## src/rtl/multi_cycle_control_unit_if.sv

```systemverilog
// Control bundle between the multi-cycle control FSM and its datapath.
// The control unit is the master: it consumes op/flags, drives every select.
interface multi_cycle_control_unit_if;
    logic [5:0] op;
    logic       Zero;
    logic       Sign;
    logic [2:0] State;
    logic       PCWre;
    logic       IRWre;
    logic       InsMemRW;
    logic       mRD;
    logic       mWR;
    logic       RegWre;
    logic       ALUSrcA;
    logic       ALUSrcB;
    logic       DBDataSrc;
    logic       WrRegDSrc;
    logic       ExtSel;
    logic [1:0] RegDst;
    logic [1:0] PCSrc;
    logic [2:0] ALUOp;

    modport master (
        input  op, Zero, Sign,
        output State, PCWre, IRWre, InsMemRW, mRD, mWR, RegWre,
        output ALUSrcA, ALUSrcB, DBDataSrc, WrRegDSrc, ExtSel,
        output RegDst, PCSrc, ALUOp
    );

    modport slave (
        output op, Zero, Sign,
        input  State, PCWre, IRWre, InsMemRW, mRD, mWR, RegWre,
        input  ALUSrcA, ALUSrcB, DBDataSrc, WrRegDSrc, ExtSel,
        input  RegDst, PCSrc, ALUOp
    );
endinterface

```

## src/rtl/multi_cycle_control_unit.sv

```systemverilog
// Multi-cycle CPU control FSM: IF/ID/EXE/MEM/WB sequencing plus
// datapath select/enable decode from the current state and IR opcode.
module multi_cycle_control_unit #(
    parameter logic [5:0] OP_HALT = 6'b111111,
    parameter logic [1:0] RA_SEL  = 2'b00
) (
    input  logic                        CLK,
    input  logic                        Reset,
    multi_cycle_control_unit_if.master  bus
);

    localparam logic [5:0] OP_ADD   = 6'b000000;
    localparam logic [5:0] OP_SUB   = 6'b000001;
    localparam logic [5:0] OP_ADDIU = 6'b000010;
    localparam logic [5:0] OP_ANDI  = 6'b010000;
    localparam logic [5:0] OP_AND   = 6'b010001;
    localparam logic [5:0] OP_ORI   = 6'b010010;
    localparam logic [5:0] OP_OR    = 6'b010011;
    localparam logic [5:0] OP_SLL   = 6'b011000;
    localparam logic [5:0] OP_SLTI  = 6'b011100;
    localparam logic [5:0] OP_SW    = 6'b100110;
    localparam logic [5:0] OP_LW    = 6'b100111;
    localparam logic [5:0] OP_BEQ   = 6'b110000;
    localparam logic [5:0] OP_BNE   = 6'b110001;
    localparam logic [5:0] OP_BLTZ  = 6'b110010;
    localparam logic [5:0] OP_J     = 6'b111000;
    localparam logic [5:0] OP_JR    = 6'b111001;
    localparam logic [5:0] OP_JAL   = 6'b111010;

    typedef enum logic [2:0] {
        S_IF     = 3'b000,
        S_ID     = 3'b001,
        S_EXE_LS = 3'b010,
        S_MEM    = 3'b011,
        S_WB_LD  = 3'b100,
        S_EXE_BR = 3'b101,
        S_EXE_AL = 3'b110,
        S_WB_AL  = 3'b111
    } state_t;

    state_t state_q;
    state_t state_d;

    logic is_add, is_sub, is_addiu, is_andi, is_and, is_ori;
    logic is_or, is_sll, is_slti, is_sw, is_lw;
    logic is_beq, is_bne, is_bltz, is_j, is_jr, is_jal;
    logic is_halt;

    logic is_branch;
    logic is_ls;
    logic is_alu;
    logic is_imm;
    logic is_rtype;
    logic is_itype_wr;
    logic is_known;
    logic br_taken;
    logic pc_wre;
    logic [2:0] alu_op;

    // One-hot opcode decode of the IR field (held stable after IF)
    always_comb begin
        is_add   = 1'b0;
        is_sub   = 1'b0;
        is_addiu = 1'b0;
        is_andi  = 1'b0;
        is_and   = 1'b0;
        is_ori   = 1'b0;
        is_or    = 1'b0;
        is_sll   = 1'b0;
        is_slti  = 1'b0;
        is_sw    = 1'b0;
        is_lw    = 1'b0;
        is_beq   = 1'b0;
        is_bne   = 1'b0;
        is_bltz  = 1'b0;
        is_j     = 1'b0;
        is_jr    = 1'b0;
        is_jal   = 1'b0;
        case (bus.op)
            OP_ADD:   is_add   = 1'b1;
            OP_SUB:   is_sub   = 1'b1;
            OP_ADDIU: is_addiu = 1'b1;
            OP_ANDI:  is_andi  = 1'b1;
            OP_AND:   is_and   = 1'b1;
            OP_ORI:   is_ori   = 1'b1;
            OP_OR:    is_or    = 1'b1;
            OP_SLL:   is_sll   = 1'b1;
            OP_SLTI:  is_slti  = 1'b1;
            OP_SW:    is_sw    = 1'b1;
            OP_LW:    is_lw    = 1'b1;
            OP_BEQ:   is_beq   = 1'b1;
            OP_BNE:   is_bne   = 1'b1;
            OP_BLTZ:  is_bltz  = 1'b1;
            OP_J:     is_j     = 1'b1;
            OP_JR:    is_jr    = 1'b1;
            OP_JAL:   is_jal   = 1'b1;
            default:  ;
        endcase
        is_halt = (bus.op == OP_HALT);
    end

    assign is_branch   = is_beq | is_bne | is_bltz;
    assign is_ls       = is_lw | is_sw;
    assign is_alu      = is_add | is_sub | is_addiu | is_andi | is_and
                       | is_ori | is_or | is_sll | is_slti;
    assign is_imm      = is_addiu | is_andi | is_ori | is_slti | is_ls;
    assign is_rtype    = is_add | is_sub | is_and | is_or | is_sll;
    assign is_itype_wr = is_addiu | is_andi | is_ori | is_slti | is_lw;
    assign is_known    = is_alu | is_ls | is_branch
                       | is_j | is_jr | is_jal | is_halt;

    assign br_taken = (is_beq & bus.Zero)
                    | (is_bne & ~bus.Zero)
                    | (is_bltz & bus.Sign);

    // ALU function select; unknown opcodes fall back to add
    always_comb begin
        alu_op = 3'b000;
        case (1'b1)
            is_sub | is_branch: alu_op = 3'b001;
            is_sll:             alu_op = 3'b010;
            is_or | is_ori:     alu_op = 3'b011;
            is_and | is_andi:   alu_op = 3'b100;
            is_slti:            alu_op = 3'b101;
            default:            alu_op = 3'b000;
        endcase
    end

    // Next-state: one step per clock, ID and MEM branch on opcode class
    always_comb begin
        state_d = state_q;
        unique case (state_q)
            S_IF:     state_d = S_ID;
            S_ID: begin
                if (is_branch)   state_d = S_EXE_BR;
                else if (is_ls)  state_d = S_EXE_LS;
                else if (is_alu) state_d = S_EXE_AL;
                else             state_d = S_IF;
            end
            S_EXE_AL: state_d = S_WB_AL;
            S_WB_AL:  state_d = S_IF;
            S_EXE_BR: state_d = S_IF;
            S_EXE_LS: state_d = S_MEM;
            S_MEM:    state_d = is_lw ? S_WB_LD : S_IF;
            S_WB_LD:  state_d = S_IF;
            default:  state_d = S_IF;
        endcase
    end

    // State register with synchronous reset into IF
    always_ff @(posedge CLK) begin
        if (Reset) state_q <= S_IF;
        else       state_q <= state_d;
    end

    // PC update happens only in the last cycle of every non-halt instruction
    always_comb begin
        pc_wre = 1'b0;
        unique case (state_q)
            S_ID:     pc_wre = is_j | is_jr | is_jal | ~is_known;
            S_EXE_BR: pc_wre = 1'b1;
            S_MEM:    pc_wre = is_sw;
            S_WB_AL:  pc_wre = 1'b1;
            S_WB_LD:  pc_wre = 1'b1;
            default:  pc_wre = 1'b0;
        endcase
    end

    // Output decode; everything forced low while Reset is asserted
    always_comb begin
        bus.State     = 3'b000;
        bus.PCWre     = 1'b0;
        bus.IRWre     = 1'b0;
        bus.InsMemRW  = 1'b0;
        bus.mRD       = 1'b0;
        bus.mWR       = 1'b0;
        bus.RegWre    = 1'b0;
        bus.ALUSrcA   = 1'b0;
        bus.ALUSrcB   = 1'b0;
        bus.DBDataSrc = 1'b0;
        bus.WrRegDSrc = 1'b0;
        bus.ExtSel    = 1'b0;
        bus.RegDst    = 2'b00;
        bus.PCSrc     = 2'b00;
        bus.ALUOp     = 3'b000;
        if (!Reset) begin
            bus.State    = state_q;
            bus.InsMemRW = 1'b1;
            bus.IRWre    = (state_q == S_IF);
            bus.PCWre    = pc_wre;
            bus.mRD      = (state_q == S_MEM) & is_lw;
            bus.mWR      = (state_q == S_MEM) & is_sw;
            bus.RegWre   = (state_q == S_WB_AL)
                         | (state_q == S_WB_LD)
                         | ((state_q == S_ID) & is_jal);
            // op is stale during IF, so selects only follow it afterwards
            if (state_q != S_IF) begin
                bus.ALUSrcA   = is_sll;
                bus.ALUSrcB   = is_imm;
                bus.DBDataSrc = is_lw;
                bus.WrRegDSrc = ~is_jal;
                bus.ExtSel    = ~(is_andi | is_ori);
                bus.ALUOp     = alu_op;
                if (is_jal)           bus.RegDst = RA_SEL;
                else if (is_itype_wr) bus.RegDst = 2'b01;
                else if (is_rtype)    bus.RegDst = 2'b10;
                else                  bus.RegDst = 2'b00;
            end
            if (pc_wre) begin
                if (is_j | is_jal)
                    bus.PCSrc = 2'b11;
                else if (is_jr)
                    bus.PCSrc = 2'b10;
                else if ((state_q == S_EXE_BR) & br_taken)
                    bus.PCSrc = 2'b01;
                else
                    bus.PCSrc = 2'b00;
            end
        end
    end

endmodule

```

## src/flat_wrapper.sv

```systemverilog
// flat-port wrapper written by rule: the top's interface ports become plain ports
module multi_cycle_control_unit_flat 
#(
    parameter logic [5:0] OP_HALT = 6'b111111,
    parameter logic [1:0] RA_SEL  = 2'b00
)
  (CLK, Reset, bus_op, bus_Zero, bus_Sign, bus_State, bus_PCWre, bus_IRWre, bus_InsMemRW, bus_mRD, bus_mWR, bus_RegWre, bus_ALUSrcA, bus_ALUSrcB, bus_DBDataSrc, bus_WrRegDSrc, bus_ExtSel, bus_RegDst, bus_PCSrc, bus_ALUOp);
  multi_cycle_control_unit_if bus_i ();
  input  logic CLK;
  input  logic Reset;
  input wire logic [$bits(bus_i.op)-1:0] bus_op;
  input wire logic [$bits(bus_i.Zero)-1:0] bus_Zero;
  input wire logic [$bits(bus_i.Sign)-1:0] bus_Sign;
  output wire logic [$bits(bus_i.State)-1:0] bus_State;
  output wire logic [$bits(bus_i.PCWre)-1:0] bus_PCWre;
  output wire logic [$bits(bus_i.IRWre)-1:0] bus_IRWre;
  output wire logic [$bits(bus_i.InsMemRW)-1:0] bus_InsMemRW;
  output wire logic [$bits(bus_i.mRD)-1:0] bus_mRD;
  output wire logic [$bits(bus_i.mWR)-1:0] bus_mWR;
  output wire logic [$bits(bus_i.RegWre)-1:0] bus_RegWre;
  output wire logic [$bits(bus_i.ALUSrcA)-1:0] bus_ALUSrcA;
  output wire logic [$bits(bus_i.ALUSrcB)-1:0] bus_ALUSrcB;
  output wire logic [$bits(bus_i.DBDataSrc)-1:0] bus_DBDataSrc;
  output wire logic [$bits(bus_i.WrRegDSrc)-1:0] bus_WrRegDSrc;
  output wire logic [$bits(bus_i.ExtSel)-1:0] bus_ExtSel;
  output wire logic [$bits(bus_i.RegDst)-1:0] bus_RegDst;
  output wire logic [$bits(bus_i.PCSrc)-1:0] bus_PCSrc;
  output wire logic [$bits(bus_i.ALUOp)-1:0] bus_ALUOp;
  assign bus_i.op = bus_op;
  assign bus_i.Zero = bus_Zero;
  assign bus_i.Sign = bus_Sign;
  assign bus_State = bus_i.State;
  assign bus_PCWre = bus_i.PCWre;
  assign bus_IRWre = bus_i.IRWre;
  assign bus_InsMemRW = bus_i.InsMemRW;
  assign bus_mRD = bus_i.mRD;
  assign bus_mWR = bus_i.mWR;
  assign bus_RegWre = bus_i.RegWre;
  assign bus_ALUSrcA = bus_i.ALUSrcA;
  assign bus_ALUSrcB = bus_i.ALUSrcB;
  assign bus_DBDataSrc = bus_i.DBDataSrc;
  assign bus_WrRegDSrc = bus_i.WrRegDSrc;
  assign bus_ExtSel = bus_i.ExtSel;
  assign bus_RegDst = bus_i.RegDst;
  assign bus_PCSrc = bus_i.PCSrc;
  assign bus_ALUOp = bus_i.ALUOp;
  multi_cycle_control_unit #(.OP_HALT(OP_HALT), .RA_SEL(RA_SEL)) u_core (.CLK(CLK), .Reset(Reset), .bus(bus_i));
endmodule
```

## config.mk

```make
export PLATFORM = sky130hd
export DESIGN_NAME = multi_cycle_control_unit_flat
export DESIGN_NICKNAME = d
export VERILOG_FILES = /design/src/rtl/multi_cycle_control_unit_if.sv /design/src/rtl/multi_cycle_control_unit.sv /design/src/flat_wrapper.sv
export SDC_FILE = /design/constraint.sdc
export NUM_CORES = 1
export LEC_CHECK = 0
export CELL_PAD_IN_SITES_DETAIL_PLACEMENT = 1
export CELL_PAD_IN_SITES_GLOBAL_PLACEMENT = 1
export CORE_ASPECT_RATIO = 0.6
export CORE_MARGIN = 2
export CORE_UTILIZATION = 27
export CTS_BUF_LIST = sky130_fd_sc_hd__clkbuf_8
export DETAILED_ROUTE_END_ITERATION = 10
export PLACE_DENSITY_LB_ADDON = 0.1
export SYNTH_ARGS = -nofsm -noshare
export SYNTH_HDL_FRONTEND = slang
export SYNTH_SLANG_ARGS = --single-unit
```

## constraint.sdc

```tcl
create_clock -name CLK -period 2.05 [get_ports CLK]
set_input_delay 0.3075 -clock CLK [delete_from_list [all_inputs] [get_ports CLK]]
set_output_delay 0.3075 -clock CLK [all_outputs]
set_load 0.02 [all_outputs]
```

* Word-level counts from Yosys, hierarchy flattened
Index checks and enable logic that the tools add are counted.
** Word-level totals
- Memories :: 0
- Bits in writable memories :: 0
- Flip-flop bits (word level) :: 3
- Logic and storage cells :: 134
- Output and inout bits :: 21
- ROM bits :: 0
- Latch bits :: 0
** Operators by class
- Reductions and logical operators :: 4
- Equal/unequal tests :: 24
- Add/subtract/negate cells :: 0
- Magnitude comparators :: 0
- Bitwise operators :: 48
- Mux-type cells :: 57
- Shifts and indexed selects :: 0
- Multiply operators :: 0
- Divide/modulo/power cells :: 0
** Operators by type and width (number)
- $eq A6 B6 Y1 const B :: 9
- $or A1 B1 Y1 :: 37
- $eq A6 B5 Y1 const B :: 6
- $mux W3 :: 12
- $mux W1 :: 34
- $mux W2 :: 9
- $pmux W3 S6 :: 1
- $eq A3 B3 Y1 const B :: 4
- $and A1 B1 Y1 :: 7
- $eq A3 B2 Y1 const B :: 2
- $eq A6 B1 Y1 const B :: 1
- $eq A6 B2 Y1 const B :: 1
- $logic_not A6 Y1 :: 1
- $not A1 Y1 :: 4
- $eq A3 B1 Y1 const B :: 1
- $logic_not A3 Y1 :: 1
- $pmux W1 S3 :: 1
- $reduce_bool A3 Y1 :: 1
- $reduce_or A3 Y1 :: 1

* Depth between registers and ports, before layout
Gate-level depths: netlist (run 1).
- Depth in word-level cells :: 21
- Mapped depth :: 5
- Depth with buffers taken out :: 4

* Least setup slack after synthesis (run 1)
OpenSTA, ideal clock, no wires.
- Path type :: in2out
- Start :: input port Reset
- End :: output port bus_ALUOp[1]
- Slack :: -0.238 ns
- Arrival :: 1.981 ns
- Stages :: 4
- Buffers on the path :: 1
- Path through :: clkbuf_1 inv_1 o31ai_2 a2111oi_0
** Between the ends
- Longest elaborated chain between the ends :: 1
** RTL lines
- start, declared :: RTL line flat_wrapper.sv:10 : input logic Reset;
- $mux W3 :: RTL line multi_cycle_control_unit.sv:186 : if (!Reset) begin
- end, declared :: RTL line flat_wrapper.sv:28 : output wire logic [$bits(bus_i.ALUOp)-1:0] bus_ALUOp;
Every way passes these cells.

* Worst setup path in the final report (run 1)
- Start :: register u_core.state_q[0]
- End :: output port bus_PCSrc[0]
** Between the ends
- Longest elaborated chain between the ends :: 7
** RTL lines
- start, declared :: RTL line multi_cycle_control_unit.sv:41 : state_t state_q;
- start signal, assigned :: RTL line multi_cycle_control_unit.sv:153 : else state_q <= state_d;
- $eq A3 B3 Y1 :: RTL line multi_cycle_control_unit.sv:159, multi_cycle_control_unit.sv:214
- $and A1 B1 Y1 :: RTL line multi_cycle_control_unit.sv:214 : else if ((state_q == S_EXE_BR) & br_taken)
- $mux W1 :: RTL line multi_cycle_control_unit.sv:214
- $mux W2 :: RTL line multi_cycle_control_unit.sv:212 : else if (is_jr)
- $mux W2 :: RTL line multi_cycle_control_unit.sv:210 : if (is_j | is_jal)
- $mux W2 * :: RTL line multi_cycle_control_unit.sv:209 : if (pc_wre) begin
- $mux W2 * :: RTL line multi_cycle_control_unit.sv:186
- end, declared :: RTL line flat_wrapper.sv:27 : output wire logic [$bits(bus_i.PCSrc)-1:0] bus_PCSrc;
Every way passes the cells marked *; elsewhere a longest branch is shown, timed or not.

==> metrics.yaml, run 1 <==
ys_top_cells_by_count: "a21oi_1 (11), nor2_1 (11), nand2_1 (6)"
reg2reg_to: "u_core.state_q[1]$_SDFF_PP0_"
grt_pass1_vias: 1150
cp.required_ps: 1740
grt_pass1_wl_um: 5820
synth-async-reset-ratio: 0
hp-class: "input port to flip-flop"
netlist_area_um2: 644
worstHoldEndpoint: "u_core.state_q[1]$_SDFF_PP0_"
clkLatencyLatePin_ps: 220
nets: 181
regMostFlops: "u_core.state_q"
finalCritPeriodShare: 1.02
synth_cells: 102
drcViolationCount: 0
wl_per_cell_um: 19.8
worstSetupPathType: "flip-flop to output port"
num_antenna_cells: 0
cts_hold_buf: 0
finalHoldViolations: 0
r2r_start: "u_core.state_q[2]$_SDFF_PP0_"
vias: 1093
vias_per_cell: 5.47
clock-sinks: 3
initial_core_util: 0.291
drt_iter0_markers: 46
cts_max_path_buffers: 2
synth_area_leader_cell: "dfxtp_1"
clock_skew_ps: 5.90
rsz0062_at_grt: "true"
reg_top3: "u_core.state_q x3"
ys.flop_type: "dfxtp_1"
relSlewSlack: 0.714
ys_top_cells_by_area: "dfxtp_1 (9.3%), a21oi_1 (8.5%), nor2_1 (6.4%)"
hold_start: "Reset"
dieHeight_um: 41.8
grt-ovfl-total: 0
wl_um: 3960
rrSetupSlack_ps: 710
antenna_found_initial: 0
ys_ff_latch: 3
core-area_um2: 2210
grt.total_usage: 0.278
failed_checks: "setup timing"
cts_tree: "done"
power_density_nw_per_um2: 356
numPortBuffers: 30
holdWs_ps: 509
endpoint_kind: "output port"
ios: 31
clk_pin_slew_worst_paths_ps: 30
cts_buffers: 3
drive_above_1_share: 0.488
std_cell_rows: 13
slew_viol_final: 0
seq_area_frac_synth: 0.0932
hpwl_um: 2540
max_freq_mhz: 479
synth_edf_count: 0
dieArea_um2: 2810
hold_depth: 3
tightest_slew_ps: 428
yosys_warnings: 0
status: "complete, but fails checks"
finalPower_w: 0.000477
cts_root_buf: "clkbuf_8"
area_growth_pct: 108
syn_avg_cell_area_um2: 6.32
synthDistinctLibCells: 40
timing.final.ws_setup_ps: -38.2
syn_nets: 112
synth_top_area_share: 0.0932
fin_tns_setup_ps: -59.0
cp-start-kind: "flip-flop"
finalSetupViolCount: 2
ant_nets: 0
irDropWorstVdd_uv: 526
die_w_um: 67.1
p_leak_nw: 0.607
crit_arrival_ps: 1780
ff2ff_path_depth: 5
crit_fanout: 3
largest_reg_flops: 3
place.gp.congestion: 0.858
grt_max_degree: 12
finalWorstPathRequiredPeriod_ps: 2090
drt_pass1_iterations: 4
max_cap_violations: 0
htree_levels: 1
## cell type report
class / count / area [µm²]
Timing Repair Buffer: 73 / 578
Clock buffer: 3 / 41.3
Clock inverter: 1 / 3.75
Multi-Input combinational cell: 86 / 599
Inverter: 4 / 15.0
Tap cell: 30 / 37.5
Fill cell: 296 / 875
Sequential cell: 3 / 62.6
## placed cells by master, fill, tap and decap left out, types with 2 or more instances in the layout
cell and instances:
xnor2_1 2, nor3_1 4, nand3_1 3, dlygate4sd2_1 4, or2_2 2, a21oi_2 2, buf_2 5, o211ai_1 2
clkdlybuf4s15_2 3, or3_4 2, clkdlybuf4s50_1 6, o21ai_0 3, and3_1 2, inv_1 4, clkbuf_8 3, nor4_1 4
a21oi_1 8, buf_6 6, dfxtp_2 2, o21ai_1 3, nand4_1 2, nor2_1 11, clkbuf_2 7, buf_4 40
nand2b_1 4, nor2b_1 3, nand2_1 5
## where the power goes
group | switching [W] | internal [W]
Combinational | 0.000124 | 0.000117
Sequential | 0.00000428 | 0.0000625
Clock | 0.0000415 | 0.000128
Total | 0.000169 | 0.000307
## critical path, cell delays in order (launching register included)
cell and delay (ps):
dfxtp_2 340, nor3b_4 200, or3b_1 360, or3_4 360
a21oi_2 150, buf_4 150
## timing repair
action / CTS / global route
endpoints found under the setup margin: 19 / 15
pin swaps: 4 / 6
setup buffers: 6 / 1
gates resized for setup: 75 / 25
## metal layers
metal | GRT usage | vias up | wire length [µm]
li1 | - | 512 | -
met1 | 0.377 | 528 | 1790
met2 | 0.461 | 47 | 1880
met3 | 0.0461 | 6 | 233
met4 | 0.0531 | 0 | 54
met5 | 0 | - | 0
## logic make-up after synthesis
family | share of synthesized area
XOR/XNOR | 0.0272
AND/OR/NAND/NOR | 0.501
AO/OA/AOI/OAI | 0.289
flip-flops | 0.0932
buffers and inverters | 0.0893
## stage by stage
step	instances	area, µm²	util	setup WS (ps)
2_1_floorplan	102	646	-	22.8
3_3_place_gp	191	1230	0.554	-666
3_5_place_dp	191	1230	0.554	-764
4_1_cts	200	1330	0.601	-14.9
5_1_grt	200	1340	0.605	-96.2
6_report	200	1340	0.605	-38.2
## worst max path at each step
| stage | depth (start not counted) | from | slack, ps | to |
|---|---|---|---|---|
| floorplan | 4 | Reset | 20 | bus_ALUOp[1] |
| global placement | 6 | bus_op[2] | -670 | bus_PCSrc[1] |
| finish | 5 | u_core.state_q[0]$_SDFF_PP0_ | -40 | bus_PCSrc[0] |
| CTS | 5 | u_core.state_q[1]$_SDFF_PP0_ | -10 | bus_PCSrc[0] |
| global route | 5 | u_core.state_q[0]$_SDFF_PP0_ | -100 | bus_PCSrc[0] |
| detailed placement | 6 | Reset | -760 | bus_PCSrc[0] |
(Power assumes the default switching activity.)
==> run 2, diff against run 1 <==
--- a/config.mk
+++ b/config.mk
@@ -12,6 +12,7 @@
 export CORE_UTILIZATION = 27
 export CTS_BUF_LIST = sky130_fd_sc_hd__clkbuf_8
 export DETAILED_ROUTE_END_ITERATION = 10
+export HOLD_SLACK_MARGIN = 0.02
 export PLACE_DENSITY_LB_ADDON = 0.1
 export SYNTH_ARGS = -nofsm -noshare
 export SYNTH_HDL_FRONTEND = slang
==> results of run 2 <==
No change in the layout: final DEF, timing and power equal those of run 1.
==> run 3, diff against run 2 <==
--- a/config.mk
+++ b/config.mk
@@ -5,6 +5,7 @@
 export SDC_FILE = /design/constraint.sdc
 export NUM_CORES = 1
 export LEC_CHECK = 0
+export CAP_MARGIN = 20
 export CELL_PAD_IN_SITES_DETAIL_PLACEMENT = 1
 export CELL_PAD_IN_SITES_GLOBAL_PLACEMENT = 1
 export CORE_ASPECT_RATIO = 0.6
@@ -14,6 +15,7 @@
 export DETAILED_ROUTE_END_ITERATION = 10
 export HOLD_SLACK_MARGIN = 0.02
 export PLACE_DENSITY_LB_ADDON = 0.1
+export SETUP_SLACK_MARGIN = 0.3
 export SYNTH_ARGS = -nofsm -noshare
 export SYNTH_HDL_FRONTEND = slang
 export SYNTH_SLANG_ARGS = --single-unit
==> run 3 against run 2 <==
Against the previous run: the flow now stops in global routing; area after synthesis is the same; synthesized cell count is the same.
==> metrics.yaml, run 3 <==
status: "aborted with a tool error"
stop_stage: "global routing"
firstError: "[ERROR DPL-0033] detailed placement checks failed during check placement."
syn_avg_cell_area_um2: 6.32
cts_root_buf: "clkbuf_8"
ios: 31
cts_max_path_buffers: 2
grt_max_degree: 12
repair-timing-grt-worst-ep: "bus_PCSrc[0]"
hpwl_um: 2450
synth_edf_count: 0
die_w_um: 67.1
synthDistinctLibCells: 40
cts_hold_buf: 0
synth_cells: 102
netlist_area_um2: 644
synth-async-reset-ratio: 0
htree_levels: 1
post_dp_cell_area_um2: 1220
synth_top_area_share: 0.0932
place.gp.congestion: 0.829
cts_buffers: 3
worstEpCategory: "top-level output"
ys.flop_type: "dfxtp_1"
numPortBuffers: 30
std_cell_rows: 13
synth_area_leader_cell: "dfxtp_1"
clock-sinks: 3
seq_area_frac_synth: 0.0932
ys_ff_latch: 3
syn_nets: 112
initial_core_util: 0.291
antenna_found_initial: 0
dieHeight_um: 41.8
ys_top_cells_by_area: "dfxtp_1 (9.3%), a21oi_1 (8.5%), nor2_1 (6.4%)"
ys_top_cells_by_count: "a21oi_1 (11), nor2_1 (11), nand2_1 (6)"
yosys_warnings: 0
-- run 3: cell counts after synthesis --
Identical to the previous run, type by type.
-- run 3: repair_timing --
action,4_1_cts
pin swaps,7
resized for setup,146
endpoints found under the setup margin,24
buffers inserted,10
-- run 3: metrics by stage --
stage | cells | util | setup WS (ps)
CTS | 202 | 0.626 | -36.2
floorplan | 102 | - | 136
detailed placement | 188 | 0.550 | -767
global placement | 188 | 0.550 | -691
-- run 3: cell families after synthesis --
logic type	count (synthesis)	share of synthesized area
XOR/XNOR	2	0.0272
AO/OA/AOI/OAI	29	0.289
buffers and inverters	13	0.0893
flip-flops	3	0.0932
AND/OR/NAND/NOR	55	0.501
==> run 4, diff against run 3 <==
==> config.mk (replaced) <==
export PLATFORM = sky130hd
export DESIGN_NAME = multi_cycle_control_unit_flat
export DESIGN_NICKNAME = d
export VERILOG_FILES = /design/src/rtl/multi_cycle_control_unit_if.sv /design/src/rtl/multi_cycle_control_unit.sv /design/src/flat_wrapper.sv
export SDC_FILE = /design/constraint.sdc
export NUM_CORES = 1
export LEC_CHECK = 0
export CAP_MARGIN = 20
export CORE_AREA = 2 2 63 65
export DETAILED_ROUTE_END_ITERATION = 10
export DIE_AREA = 0 0 65 67
export PLACE_DENSITY_LB_ADDON = 0.15
export SYNTH_ARGS = -nofsm -noshare
export SYNTH_HDL_FRONTEND = slang
export SYNTH_SLANG_ARGS = --single-unit
==> run 4 against run 3 <==
Against the previous run: the flow now finishes without violations.
==> metrics.yaml, run 4 (same netlist as run 1, synthesis figures left out) <==
regMostFlops: "u_core.state_q"
fin_tns_setup_ps: 0
finalHoldViolations: 0
initial_core_util: 0.179
layout_commonest_cell: "buf_4"
antenna_found_initial: 0
max_freq_mhz: 490
grt_pass1_wl_um: 4530
grt.total_usage: 0.133
vias: 1021
irDropWorstVdd_uv: 161
num_antenna_cells: 0
largest_reg_flops: 3
numPortBuffers: 30
power_density_nw_per_um2: 343
fin_util: 0.372
ant_nets: 0
holdWs_ps: 516
htree_levels: 1
dieArea_um2: 4360
slew_viol_final: 0
mostFrequentLayoutCells: "buf_4 (42), nor2_1 (11), a21oi_1 (8), buf_2 (8), clkdlybuf4s50_1 (7)"
relSlewSlack: 0.718
crit_fanout: 3
drt_pass1_iterations: 4
finalWorstPathRequiredPeriod_ps: 2040
grt_max_degree: 10
wl_um: 2790
r2r_start: "u_core.state_q[2]$_SDFF_PP0_"
worstSetupPathType: "flip-flop to output port"
drive_above_1_share: 0.482
dieHeight_um: 67
nets: 179
wl_per_cell_um: 12.9
crit_arrival_ps: 1730
area_growth_pct: 108
std_cell_rows: 22
cts_root_buf: "clkbuf_8"
finalCritPeriodShare: 0.996
clock_skew_ps: 1.62
reg_top3: "u_core.state_q x3"
clkLatencyLatePin_ps: 220
drt_iter0_markers: 22
core-area_um2: 3610
hp-class: "input port to flip-flop"
die_w_um: 65
cp-start-kind: "flip-flop"
layout.cells.non_filler: 216
clock-sinks: 3
ios: 31
finalSetupViolCount: 0
max_cap_violations: 0
grt_pass1_vias: 976
clk_pin_slew_worst_paths_ps: 30
critical_path.startpoint: "u_core.state_q[0]$_SDFF_PP0_"
vias_per_cell: 4.73
p_leak_nw: 0.582
rrSetupSlack_ps: 880
endpoint_kind: "output port"
cts_buffers: 3
place.gp.congestion: 0.797
cts_max_path_buffers: 2
finalPower_w: 0.000460
cp.required_ps: 1740
grt-ovfl-total: 0
hpwl_um: 2100
rsz0062_at_grt: "true"
tightest_slew_ps: 423
hold_start: "Reset"
status: "complete, no violations"
dp.cells: 209
drcViolationCount: 0
cts_tree: "done"
-- run 4: where the power goes --
group / total [W] / internal (W) / switching (W)
logic: 0.000221 / 0.000114 / 0.000107
registers: 0.0000664 / 0.0000626 / 0.00000376
clock network: 0.000173 / 0.000133 / 0.0000401
total: 0.000460 / 0.000309 / 0.000151
-- run 4: critical path, cell delays in order, from the launching register on --
cell     delay (ps)
dfxtp_2         340
nor3b_4         190
or3b_1          360
or3_4           350
a21oi_2         130
buf_4           150
-- run 4: what timing repair did --
| action | in CTS | in global routing |
|---|---|---|
| buffers inserted | 1 | 1 |
| hold buffers | 0 | 0 |
| pin swaps | 6 | 6 |
| gates cloned | 1 | 0 |
| gates resized for setup | 76 | 24 |
| endpoints found under the setup margin | 21 | 11 |
-- run 4: routing by layer --
layer  global-route usage  up-vias  share of wire
li1                     -      509              -
met4               0.0346        0          0.013
met5                    0        -              0
met2                0.237       32           0.50
met1                0.172      476           0.44
met3               0.0118        4          0.051
-- run 4: path summary, 6_finish.rpt --
path                                  endpoint  depth (start not counted)
setup / recovery                  bus_PCSrc[0]                          5
hold / removal    u_core.state_q[1]$_SDFF_PP0_                          3
setup reg to reg  u_core.state_q[1]$_SDFF_PP0_                          5
hold reg to reg   u_core.state_q[0]$_SDFF_PP0_                          3
-- run 4: cell type report --
cell class | count | area (µm²)
Multi-Input combinational cell | 86 | 607
Clock buffer | 4 | 45.0
Inverter | 4 | 15.0
Sequential cell | 3 | 63.8
Timing Repair Buffer | 71 | 552
Fill cell | 399 | 2260
Tap cell | 48 | 60.1
-- run 4: metrics by stage --
step	setup WS [ps]	area, µm²
3_5_place_dp	-773	1250
2_1_floorplan	22.8	646
4_1_cts	-11.9	1340
5_1_grt	-48.5	1340
6_report	9.06	1340
3_3_place_gp	-757	1250
